**src/rtl/sum_accumulator.sv**
```systemverilog
// Sums COUNT unsigned samples into an ACC_W total and holds it with a sticky overflow flag until downstream takes it.
// Result visible the cycle after the COUNT-th accept; in_ready drops while a result waits; SUM_ACC_SATURATE_EN clamps instead of wrapping.
module sum_accumulator #(
  parameter int IN_W  = 7,
  parameter int ACC_W = 10,
  parameter int COUNT = 4
) (
  input  logic             clk,
  input  logic             reset,
  input  logic             clear,
  input  logic [IN_W-1:0]  sum_in,
  input  logic             in_valid,
  output logic             in_ready,
  output logic [ACC_W-1:0] acc_out,
  output logic             overflow,
  output logic             out_valid,
  input  logic             out_ready,
  output logic [7:0]       sample_cnt
);

  typedef enum logic [1:0] {IDLE, ACCUM, DONE} state_t;

  localparam logic [7:0] COUNT_B = 8'(COUNT);

  state_t           state;
  logic             accept;
  logic             ret;
  logic [ACC_W:0]   sum_ext;
  logic [ACC_W-1:0] next_acc;
  logic [7:0]       next_cnt;

  assign in_ready = (state != DONE);
  assign accept   = in_valid && in_ready;
  assign ret      = out_valid && out_ready;
  assign sum_ext  = {1'b0, acc_out} + (ACC_W+1)'(sum_in);
  assign next_cnt = sample_cnt + 8'd1;

`ifdef SUM_ACC_SATURATE_EN
  // Once clamped, any further non-zero add carries again, so the total stays pinned.
  assign next_acc = sum_ext[ACC_W] ? {ACC_W{1'b1}} : sum_ext[ACC_W-1:0];
`else
  assign next_acc = sum_ext[ACC_W-1:0];
`endif

  always_ff @(posedge clk or posedge reset) begin
    if (reset) begin
      state      <= IDLE;
      acc_out    <= '0;
      overflow   <= 1'b0;
      out_valid  <= 1'b0;
      sample_cnt <= 8'd0;
    end else if (clear) begin
      state      <= IDLE;
      acc_out    <= '0;
      overflow   <= 1'b0;
      out_valid  <= 1'b0;
      sample_cnt <= 8'd0;
    end else begin
      case (state)
        IDLE: begin
          if (accept) begin
            acc_out    <= ACC_W'(sum_in);
            overflow   <= 1'b0;
            sample_cnt <= 8'd1;
            if (COUNT_B == 8'd1) begin
              state     <= DONE;
              out_valid <= 1'b1;
            end else begin
              state <= ACCUM;
            end
          end
        end
        ACCUM: begin
          if (accept) begin
            acc_out    <= next_acc;
            overflow   <= overflow | sum_ext[ACC_W];
            sample_cnt <= next_cnt;
            if (next_cnt == COUNT_B) begin
              state     <= DONE;
              out_valid <= 1'b1;
            end
          end
        end
        DONE: begin
          if (ret) begin
            state      <= IDLE;
            out_valid  <= 1'b0;
            sample_cnt <= 8'd0;
            acc_out    <= '0;
            overflow   <= 1'b0;
          end
        end
        default: begin
          state     <= IDLE;
          out_valid <= 1'b0;
        end
      endcase
    end
  end

endmodule
```
**config.mk**
```make
export PLATFORM = sky130hd
export DESIGN_NAME = sum_accumulator
export DESIGN_NICKNAME = d
export VERILOG_FILES = /design/src/rtl/sum_accumulator.sv
export SDC_FILE = /design/constraint.sdc
export NUM_CORES = 1
export LEC_CHECK = 0
export BUFFER_PORTS_ARGS = -buffer_cell sky130_fd_sc_hd__buf_4
export CAP_MARGIN = 15
export CORE_MARGIN = 2
export CORE_UTILIZATION = 52
export DETAILED_ROUTE_END_ITERATION = 16
export PLACE_DENSITY = 0.76
export REMOVE_ABC_BUFFERS = 1
export SLEW_MARGIN = 20
export SYNTH_ARGS = -nofsm -noshare
export SYNTH_HDL_FRONTEND = slang
export SYNTH_SLANG_ARGS = --single-unit
```
**constraint.sdc**
```tcl
create_clock -name clk -period 2.5 [get_ports clk]
set_input_delay 0 -clock clk [delete_from_list [all_inputs] [get_ports clk]]
set_output_delay 0 -clock clk [all_outputs]
set_load 0.01 [all_outputs]
```
==> results.yml <==
status:
  outcome: "finished with violations"
  violations: "hold timing"
placed_design:
  portBuffers: 32
  placedInstanceArea_um2: 1921
  pre_cts_ws_ps: 267.5
  gp_congestion: 0.9493
  dp_hpwl_um: 3083
synthesis:
  yosysSeqAreaShare_pct: 33.59
  yosysMostFrequentCell: "dfrtp_1"
  synth_largest_area_cell: "dfrtp_1"
  synth_seq_cells: 22
  netlist_top_cells_area: "dfrtp_1 34%, ha_1 9.9%, o21ai_0 6.4%, nor2_1 4.4%, nand2_1 3.4%"
  yosysUniqueCellTypes: 52
  async_reset_ff_share_pct: 100.0
  synth.avg_cell_area_um2: 8.718
  synth_common_cells: "22 x dfrtp_1, 21 x o21ai_0, 19 x nor2_1"
  synth_area_um2: 1639
  syn_inst: 188
  ys.flop_type: "dfrtp_1"
  yosys_warnings: 0
  synth_edf_count: 0
  netlist.area_leader.share_pct: 33.59
clocking:
  cts_inserted_buffers: 3
  cts_num_sinks: 22
  clockBufferDepth: 2
  cts_tree: "done"
  cts_resized: 0
  clkTransAtPathRegs_ps: 130
  htreeDepth: 1
  cts_root_buf: "clkbuf_4"
  insertion_delay_ps: 310
finish:
  antenna_cells: 0
  num-fill-cells: 274
  fin_nets: 251
  area_growth_pct: 21.83
  multi_input_area_um2: 1030
  seqCellArea_um2: 550.5
  stdcell_area_um2: 1997
  final_util_pct: 65.95
  drive_above_1_share_pct: 19.20
floorplanning:
  initial_utilization_pct: 54.13
  fp.dieW_um: 60.15
  fp.dieH_um: 60.15
  fp.coreArea_um2: 3028
  fp-row-count: 20
  die_area_um2: 3617
  io-pin-count: 33
timing:
  slew_viol_final: 0
  whs_ps: -8.026
  setup_viol: 0
  worst_slack_ps: 252.1
  finalHoldViolCount: 2
  min_period_ps: 2248
  tightest_slew_ps: 858.0
  fmax_ghz: 0.4449
  period_share_pct: 89.92
  slew_headroom_pct: 42.73
  rsz0062_at_grt: "no"
  tns_ps: 0
  fin_skew_ps: 3.644
min_path:
  hp-class: "in -> reg"
drt:
  first_pass_iters: 4
  dr_total_vias: 1633
  drt_iter0_markers: 80
  wl_per_cell_um: 15.43
  vias_per_cell: 6.093
  wirelength_um: 4135
  drc_errors: 0
  ant_nets: 0
global_routing:
  grt_pass1_wl_um: 6831
  antenna_found_initial: 0
  grt_usage_pct: 24.65
  grt_max_degree: 23
  grt_overflow: 0
  grt_pass1_vias: 1573
worst_setup_path:
  timing.rr.start: "acc_out[0]"
  worstPathMaxFanout: 4
  cp-end-kind: "register"
  crit_start: "acc_out[0]"
  cp.required_ps: 2730
  endpoint: "acc_out[6]"
  arrival_ps: 2470
  path_class: "reg -> reg"
  r2r-end: "acc_out[6]"
  r2r_cells: 8
  reg2reg_slack_ps: 250
  start_kind: "register"
power_and_ir_drop:
  power.density_nw_per_um2: 613.6
  p_leak_nw: 0.9626
  irDropWorstVdd_mv: 0.2155
  power.total_mw: 1.225
job:
  max_cap_viol_count: 0
-- cells by family after synthesis --
logic type / Yosys count / share of synthesized area [%]
flops: 22 / 33.59
xor+xnor: 2 / 1.069
simple gates: 67 / 21.53
fa+ha+maj: 14 / 11.15
mux: 2 / 1.221
buf+inv: 15 / 3.587
compound gates: 66 / 27.86
-- layout make-up --
type / instances / share of cell area (%)
sequential: 22 / 27.57
inverter: 10 / 1.880
timing repair buffer: 37 / 14.41
tap: 44 / 2.757
multi-input combinational: 151 / 51.57
clock buffer: 4 / 1.817
-- worst max-delay path, cell delays in order, from the launching register on --
cell      delay [ps]
dfrtp_1          430
ha_1             210
inv_1             70
fa_1             230
nor2b_4           60
o31a_1           270
or4b_1           490
a21o_1           180
a311oi_2         220
-- flip-flops by register name, indices dropped and copies added (netlist names) --
| name | count |
|---|---|
| state | 2 |
| out_valid | 1 |
| sample_cnt | 8 |
| acc_out | 10 |
| overflow | 1 |
-- metal layers --
metal	GRT usage [%]	routed length (um)	vias up	share of wire (%)
met2	46.27	2157	52	52
li1	-	-	781	-
met4	4.444	29	0	0.70
met5	0	0	-	0
met3	2.597	202	4	4.9
met1	30.28	1746	796	42
-- where the power goes --
group | leakage [nW] | switching, mW | internal (mW) | total [mW]
Sequential | 0.299 | 0.0475 | 0.399 | 0.446
Combinational | 0.642 | 0.323 | 0.255 | 0.578
Clock | 0.0210 | 0.112 | 0.0889 | 0.201
-- worst min path at each step --
stage / startpoint / to / slack, ps / cells after the start
after floorplan: reset / acc_out[0] / -10 / 1
after global placement: clear / acc_out[6] / 200 / 2
after detailed placement: clear / acc_out[6] / 210 / 2
after CTS: sum_in[0] / acc_out[0] / 0.04 / 3
after global routing: sum_in[2] / acc_out[2] / 3 / 3
final: sum_in[4] / acc_out[4] / -8 / 3
-- timing repair --
| item | in CTS | in global routing |
|---|---|---|
| buffers inserted | 0 | 0 |
| hold buffers | 4 | 0 |
| endpoints found under the hold margin | 25 | 0 |
-- layout by cell type, fill, tap and decap left out, drive strengths merged, types with 2 or more instances in the layout --
master       instances
buf                 33
dfrtp               22
o21ai               21
nor2                19
nand2               15
ha                  13
inv                  9
a21oi                8
nand3                6
nand4                5
nand2b               4
a21o                 4
o31ai                4
dlygate4sd3          4
clkbuf               4
a31oi                3
nor4b                3
nor3                 3
a211o                3
o211a                2
o221a                2
a21boi               2
o31a                 2
or3                  2
a41oi                2
mux2i                2
a211oi               2
nor2b                2
-- per-stage QoR --
step	std cells	hold WS, ps
after floorplan	183	-10.77
after global placement	260	204.0
after detailed placement	260	210.0
after CTS	268	0.03658
after global routing	268	3.269
final	268	-8.026
No activity file was read; power rests on OpenSTA's default activity.
